File: config.mk
export PLATFORM = sky130hd
export DESIGN_NAME = fp_mul_pipe
export DESIGN_NICKNAME = d
export VERILOG_FILES = /design/src/rtl/fp_mul_pipe.sv
export SDC_FILE = /design/constraint.sdc
export NUM_CORES = 2
export LEC_CHECK = 0
export ABC_AREA = 0
export BUFFER_PORTS_ARGS = -buffer_cell sky130_fd_sc_hd__buf_2
export CELL_PAD_IN_SITES_DETAIL_PLACEMENT = 1
export CELL_PAD_IN_SITES_GLOBAL_PLACEMENT = 2
export CORE_MARGIN = 8
export CORE_UTILIZATION = 41
export CTS_CLUSTER_DIAMETER = 200
export DETAILED_ROUTE_END_ITERATION = 8
export PLACE_DENSITY = 0.93
export SLEW_MARGIN = 0
export SYNTH_ARGS = -nofsm -noshare
export SYNTH_HDL_FRONTEND = slang
export SYNTH_SLANG_ARGS = --single-unit
File: constraint.sdc
create_clock -name clk -period 7.85 [get_ports clk]
set_input_delay 0.785 -clock clk [delete_from_list [all_inputs] [get_ports clk]]
set_output_delay 0.785 -clock clk [all_outputs]
set_load 0.02 [all_outputs]
File: src/rtl/fp_mul_pipe.sv
// fp_mul_pipe: 3-stage pipelined floating-point multiplier.
// Rounding is round-to-nearest-even. Denormal inputs are flushed to zero.
// Exception flags are registered alongside each result.
//   clk, rst_n           : clock (rising edge), async active-low reset
//   in_valid / in_ready  : operand handshake (a, b = {sign, exp, frac})
//   out_valid / out_ready: result handshake
//   product              : rounded result
//   flag_ovf/unf/inv     : overflow, underflow (flush) and invalid flags
module fp_mul_pipe #(
  parameter int unsigned EXP_W = 8,
  parameter int unsigned MAN_W = 23,
  localparam int unsigned W = 1 + EXP_W + MAN_W
) (
  input  logic         clk,
  input  logic         rst_n,
  input  logic         in_valid,
  output logic         in_ready,
  input  logic [W-1:0] a,
  input  logic [W-1:0] b,
  output logic         out_valid,
  input  logic         out_ready,
  output logic [W-1:0] product,
  output logic         flag_ovf,
  output logic         flag_unf,
  output logic         flag_inv
);

  localparam int unsigned M1   = MAN_W + 1;
  localparam int unsigned PW   = 2 * M1;
  localparam int unsigned EW   = EXP_W + 2;
  localparam int unsigned BIAS = (1 << (EXP_W - 1)) - 1;
  localparam int unsigned EMAX = (1 << EXP_W) - 1;
  localparam logic [W-1:0] QNAN = {1'b0, {EXP_W{1'b1}}, MAN_W'(1) << (MAN_W - 1)};

  typedef enum logic [1:0] {
    SC_NORM,
    SC_ZERO,
    SC_INF,
    SC_INV
  } spec_e;

  // Whole pipeline freezes while a result waits on downstream
  logic stall;
  assign stall    = out_valid & ~out_ready;
  assign in_ready = ~stall;

  // ---------------- stage 1: classify operands, add exponents ----------------
  logic                    sa, sb;
  logic [EXP_W-1:0]        ea, eb;
  logic [MAN_W-1:0]        fa, fb;
  logic                    a_zero, b_zero, a_inf, b_inf, a_nan, b_nan;
  spec_e                   code_c;
  logic signed [EW-1:0]    e_c;

  assign sa = a[W-1];
  assign sb = b[W-1];
  assign ea = a[W-2 -: EXP_W];
  assign eb = b[W-2 -: EXP_W];
  assign fa = a[MAN_W-1:0];
  assign fb = b[MAN_W-1:0];

  always_comb begin
    a_zero = (ea == '0);
    b_zero = (eb == '0);
    a_inf  = (ea == '1) && (fa == '0);
    b_inf  = (eb == '1) && (fb == '0);
    a_nan  = (ea == '1) && (fa != '0);
    b_nan  = (eb == '1) && (fb != '0);
    // Biased sum minus one bias; wraps modulo 2^EW, read back as signed
    e_c    = EW'(ea) + EW'(eb) - EW'(BIAS);
    code_c = SC_NORM;
    if (a_nan || b_nan || (a_zero && b_inf) || (b_zero && a_inf)) begin
      code_c = SC_INV;
    end else if (a_inf || b_inf) begin
      code_c = SC_INF;
    end else if (a_zero || b_zero) begin
      code_c = SC_ZERO;
    end
  end

  logic                 s1_valid;
  logic                 s1_sign;
  logic signed [EW-1:0] s1_e;
  spec_e                s1_code;
  logic [M1-1:0]        s1_ma, s1_mb;

  always_ff @(posedge clk or negedge rst_n) begin
    if (!rst_n) begin
      s1_valid <= 1'b0;
      s1_sign  <= 1'b0;
      s1_e     <= '0;
      s1_code  <= SC_NORM;
      s1_ma    <= '0;
      s1_mb    <= '0;
    end else if (!stall) begin
      s1_valid <= in_valid;
      if (in_valid) begin
        s1_sign <= sa ^ sb;
        s1_e    <= e_c;
        s1_code <= code_c;
        s1_ma   <= {1'b1, fa};
        s1_mb   <= {1'b1, fb};
      end
    end
  end

  // ---------------- stage 2: mantissa multiply ----------------
  logic                 s2_valid;
  logic                 s2_sign;
  logic signed [EW-1:0] s2_e;
  spec_e                s2_code;
  logic [PW-1:0]        s2_prod;

  always_ff @(posedge clk or negedge rst_n) begin
    if (!rst_n) begin
      s2_valid <= 1'b0;
      s2_sign  <= 1'b0;
      s2_e     <= '0;
      s2_code  <= SC_NORM;
      s2_prod  <= '0;
    end else if (!stall) begin
      s2_valid <= s1_valid;
      if (s1_valid) begin
        s2_sign <= s1_sign;
        s2_e    <= s1_e;
        s2_code <= s1_code;
        s2_prod <= PW'(s1_ma) * PW'(s1_mb);
      end
    end
  end

  // ---------------- stage 3: normalise, round, pack ----------------
  logic [PW-1:0]        norm;
  logic signed [EW-1:0] e_n, e_r;
  logic [M1-1:0]        mant;
  logic                 guard, sticky, round_up, carry;
  logic [M1:0]          rnd;
  logic [MAN_W-1:0]     frac_r;
  logic [W-1:0]         prod_c;
  logic                 ovf_c, unf_c, inv_c;

  always_comb begin
    // Product of two [1,2) mantissas lies in [1,4); left-align so the MSB is the hidden bit
    norm     = s2_prod[PW-1] ? s2_prod : {s2_prod[PW-2:0], 1'b0};
    e_n      = s2_e + EW'(s2_prod[PW-1]);
    mant     = norm[PW-1 -: M1];
    guard    = norm[M1-1];
    sticky   = |norm[M1-2:0];
    round_up = guard & (sticky | mant[0]);
    rnd      = {1'b0, mant} + (M1 + 1)'(round_up);
    carry    = rnd[M1];
    // On carry-out the mantissa is exactly 10..0, so dropping one bit keeps it exact
    frac_r   = carry ? rnd[MAN_W:1] : rnd[MAN_W-1:0];
    e_r      = e_n + EW'(carry);

    prod_c = {s2_sign, e_r[EXP_W-1:0], frac_r};
    ovf_c  = 1'b0;
    unf_c  = 1'b0;
    inv_c  = 1'b0;
    case (s2_code)
      SC_INV: begin
        prod_c = QNAN;
        inv_c  = 1'b1;
      end
      SC_INF:  prod_c = {s2_sign, {EXP_W{1'b1}}, {MAN_W{1'b0}}};
      SC_ZERO: prod_c = {s2_sign, {(W-1){1'b0}}};
      default: begin
        if (e_r >= $signed(EW'(EMAX))) begin
          prod_c = {s2_sign, {EXP_W{1'b1}}, {MAN_W{1'b0}}};
          ovf_c  = 1'b1;
        end else if (e_r[EW-1] || (e_r == '0)) begin
          prod_c = {s2_sign, {(W-1){1'b0}}};
          unf_c  = 1'b1;
        end
      end
    endcase
  end

  // Output register: holds product and flags steady during a stall
  always_ff @(posedge clk or negedge rst_n) begin
    if (!rst_n) begin
      out_valid <= 1'b0;
      product   <= '0;
      flag_ovf  <= 1'b0;
      flag_unf  <= 1'b0;
      flag_inv  <= 1'b0;
    end else if (!stall) begin
      out_valid <= s2_valid;
      if (s2_valid) begin
        product  <= prod_c;
        flag_ovf <= ovf_c;
        flag_unf <= unf_c;
        flag_inv <= inv_c;
      end
    end
  end

endmodule

==> results.py <==
metrics = {
    "run_status": {
        "status": "completed",
    },
    "floorplan": {
        "coreArea_mm2": 0.0645,
        "die_area_mm2": 0.0736,
        "initial_core_util_pct": 41.5,
        "io_pins": 105,
        "num_rows": 93,
        "dieHeight_um": 271,
        "die_w_um": 271,
    },
    "timing": {
        "slew_viol_final": 0,
        "fmax_mhz": 134,
        "finalSetupViolations": 0,
        "clock_skew_ns": 0.0146,
        "fin_crit_ns": 7.49,
        "setup_tns_ns": 0,
        "slew_headroom_pct": 28.7,
        "post-route-period-util_pct": 95.4,
        "rsz0062_at_grt": "no",
        "hold_viol_final": 0,
        "tightest_slew_ns": 1.07,
    },
    "clock_network": {
        "cts.sinks": 159,
        "cts_setup_buffers": 0,
        "cts-htree-levels": 4,
        "cts_tree": "done",
        "holdBufCountCts": 0,
        "cts_buffers": 17,
        "clk_pin_slew_worst_paths_ns": 0.08,
        "insertion_delay_ns": 0.47,
        "clockBufferDepth": 2,
        "cts_root_buf": "clkbuf_16",
    },
    "placed_design": {
        "gp_congestion": 0.885,
        "place_hpwl_um": 64600,
        "portBuffers": 104,
    },
    "synthesis": {
        "synthesis.nets": 3680,
        "synthDistinctLibCells": 74,
        "yosys_warnings": 0,
        "ys_async_sr_fraction_pct": 100,
        "synth_top_family_by_area": "adder cells",
        "synth_top_cell_area_share_pct": 36.2,
        "synth.area.top_cells": "fa_1, dfrtp_1, ha_1, inv_1, and2_1",
        "synth_flop_cell": "dfrtp_1",
        "synth_top_area_cell": "fa_1",
        "syn_avg_cell_area_um2": 9.10,
        "syn_area_mm2": 0.0267,
        "synthSimpleGateAreaFrac_pct": 17.8,
        "synth_edf_count": 0,
        "synth_fa_ha_area_share_pct": 45.2,
        "synth_compound_area_share_pct": 7.28,
        "syn-instance-count": 2937,
        "synthMuxAreaShare_pct": 2.52,
        "ys_ff_latch": 159,
        "yosysSeqAreaShare_pct": 14.9,
        "synth_xor_xnor_area_share_pct": 2.46,
    },
    "cells_and_area": {
        "nets": 3709,
        "drive_gt1_share_pct": 9.37,
        "area_growth_pct": 7.87,
        "antenna_cells": 0,
    },
    "worst_setup_path": {
        "critPathCaptureType": "flop",
        "reg2reg_from": "s1_mb[3]",
        "crit_path_frequent_cell": "fa_1",
        "cp_slowest_cell": "dfrtp_1",
        "slowest_delay_ns": 0.68,
        "r2r_slack_ns": 0.36,
        "rr_worst_depth": 24,
        "reg2reg_to": "s2_prod[34]",
        "cp_max_fo": 14,
        "arrival_ns": 7.82,
        "cp-start-kind": "flop",
        "critPathRequiredTime_ns": 8.18,
        "crit_type": "flop to flop",
        "path_cells": "buf_4 > nand2_1 > fa_1 > inv_1 > fa_1 > inv_1 > fa_1 > inv_1 > fa_1 > fa_1 > fa_1 > inv_1 > fa_1 > inv_1 > ha_1 > nand2_1 > o21ai_0 > nand2_1 > and3_1 > o21ai_1 > nand2_1 > o31ai_1 > xnor2_1 > o21ai_0",
    },
    "detailed_routing": {
        "ant_nets": 0,
        "avgViaCountPerCell": 5.33,
        "dr.pass1.iters": 6,
        "drt_wl_total_um": 78400,
        "wl_per_cell_um": 20.5,
        "drc": 0,
        "num_vias": 20422,
        "dr.first_iter.drc_count": 1004,
    },
    "global_route": {
        "overflow": 0,
        "grt_antenna_before_repair": 4,
        "grt_pass1_wl_um": 128000,
        "grt_pass1_vias": 23821,
        "grt_max_degree": 105,
        "track_usage_pct": 21.7,
    },
    "run": {
        "maxCapViolations": 0,
    },
    "worst_hold_path": {
        "hold_class": "input port to asynchronous set/reset pin",
    },
}
-- cell usage in the layout, fill, tap and decap left out, types with 9 or more instances in the layout --
| master | count |
|---|---|
| o21ai_1 | 13 |
| fa_1 | 484 |
| and2_1 | 300 |
| a211oi_1 | 11 |
| clkbuf_16 | 17 |
| a21oi_1 | 72 |
| a22o_1 | 11 |
| o211ai_1 | 9 |
| dfrtp_2 | 20 |
| nor4_1 | 22 |
| buf_4 | 53 |
| xor2_1 | 28 |
| nand2b_1 | 13 |
| dfrtp_1 | 139 |
| nor2_1 | 59 |
| buf_2 | 103 |
| mux2i_1 | 11 |
| xnor2_1 | 47 |
| o21bai_1 | 14 |
| a31oi_1 | 10 |
| nand2_1 | 474 |
| nor3_1 | 17 |
| o21ai_0 | 78 |
| ha_1 | 191 |
| inv_1 | 551 |
| mux2_2 | 50 |
| nand3_1 | 26 |
| a21o_1 | 23 |
| nand4_1 | 22 |
-- final cells by class --
| type | count | area, µm² |
|---|---|---|
| fillers | 7515 | 35600 |
| multi-input cells | 2079 | 20100 |
| flip-flops and latches | 159 | 4000 |
| inverters | 551 | 2070 |
| well taps | 855 | 1070 |
| repair buffers | 158 | 945 |
| clock buffers | 19 | 443 |
| clock inverters | 13 | 195 |
-- metrics by stage --
step / setup slack, ns / cells / hold slack (ns) / area [µm²] / util [%]
after floorplan: 1.17 / 2937 / 0.433 / 26700 / -
after global placement: 0.195 / 3802 / 0.450 / 28200 / 43.7
after detailed placement: 0.0878 / 3802 / 0.466 / 28200 / 43.7
after CTS: 0.0181 / 3834 / 0.482 / 28800 / 44.7
after global routing: 0.00200 / 3834 / 0.504 / 28800 / 44.7
final: 0.360 / 3834 / 0.443 / 28800 / 44.7
-- per-layer routing --
layer	wire length [µm]	track usage [%]	vias up
li1	-	-	9075
met1	30200	25.0	10712
met3	2340	2.51	209
met2	42000	39.4	420
met4	3790	10.8	6
met5	41	0	-
-- how the worst max path moves through the flow --
| stage | from | to | slack [ns] | depth (start not counted) |
|---|---|---|---|---|
| finish | s1_mb[3] | s2_prod[34] | 0.36 | 24 |
| floorplan | s1_ma[23] | s2_prod[45] | 1.17 | 26 |
| detailed placement | s1_ma[13] | s2_prod[34] | 0.09 | 24 |
| global route | s1_ma[18] | s2_prod[45] | 0.002 | 22 |
| global placement | s1_ma[11] | s2_prod[34] | 0.19 | 24 |
| CTS | s1_ma[13] | s2_prod[34] | 0.02 | 24 |
-- critical path: cells and delay by family (launching register included) --
| kind | cells | cell delay [ns] |
|---|---|---|
| fa+ha+maj | 8 | 3.87 |
| compound gates | 4 | 1.21 |
| simple gates | 5 | 0.82 |
| flops | 1 | 0.68 |
| buf+inv | 6 | 0.58 |
| xor+xnor | 1 | 0.18 |
-- synth_stat cells (14+ instances only) --
master,number
ha_1,191
mux2_2,50
nor4_1,22
nand3_1,26
dfrtp_1,159
inv_1,551
a21oi_1,72
o21bai_1,14
o21ai_0,79
xor2_1,28
nand4_1,22
fa_1,484
nor3_1,17
xnor2_1,47
clkbuf_1,138
nor2_1,59
a21o_1,23
nand2_1,476
and2_1,300
-- flip-flops by register name (all words and copies together) (netlist names) --
| signal | flops |
|---|---|
| flag_inv | 1 |
| flag_ovf | 1 |
| flag_unf | 1 |
| out_valid | 1 |
| product | 32 |
| s1_code | 2 |
| s1_e | 10 |
| s1_ma | 24 |
| s1_mb | 23 |
| s1_sign | 1 |
| s1_valid | 1 |
| s2_code | 2 |
| s2_e | 10 |
| s2_prod | 48 |
| s2_sign | 1 |
| s2_valid | 1 |
-- repair_timing --
item | 4_1_cts | 5_1_grt
endpoints found under the setup margin | 0 | 8
endpoints found under the hold margin | 0 | 0
resized for setup | 0 | 20
-- logic make-up (layout without fill, tap and decap cells) --
logic type	count (synthesis)	after routing
buffers and inverters	699	741
DFF	159	159
AOI/OAI and AO/OA	297	297
adders and majority gates	675	675
xor gates and xnor gates	75	75
and+or+nand+nor	971	971
muxes	61	61
Power is left out: the tool's default activity adds up to more than one toggle a clock period on the data nets, which glitch-free logic cannot reach.
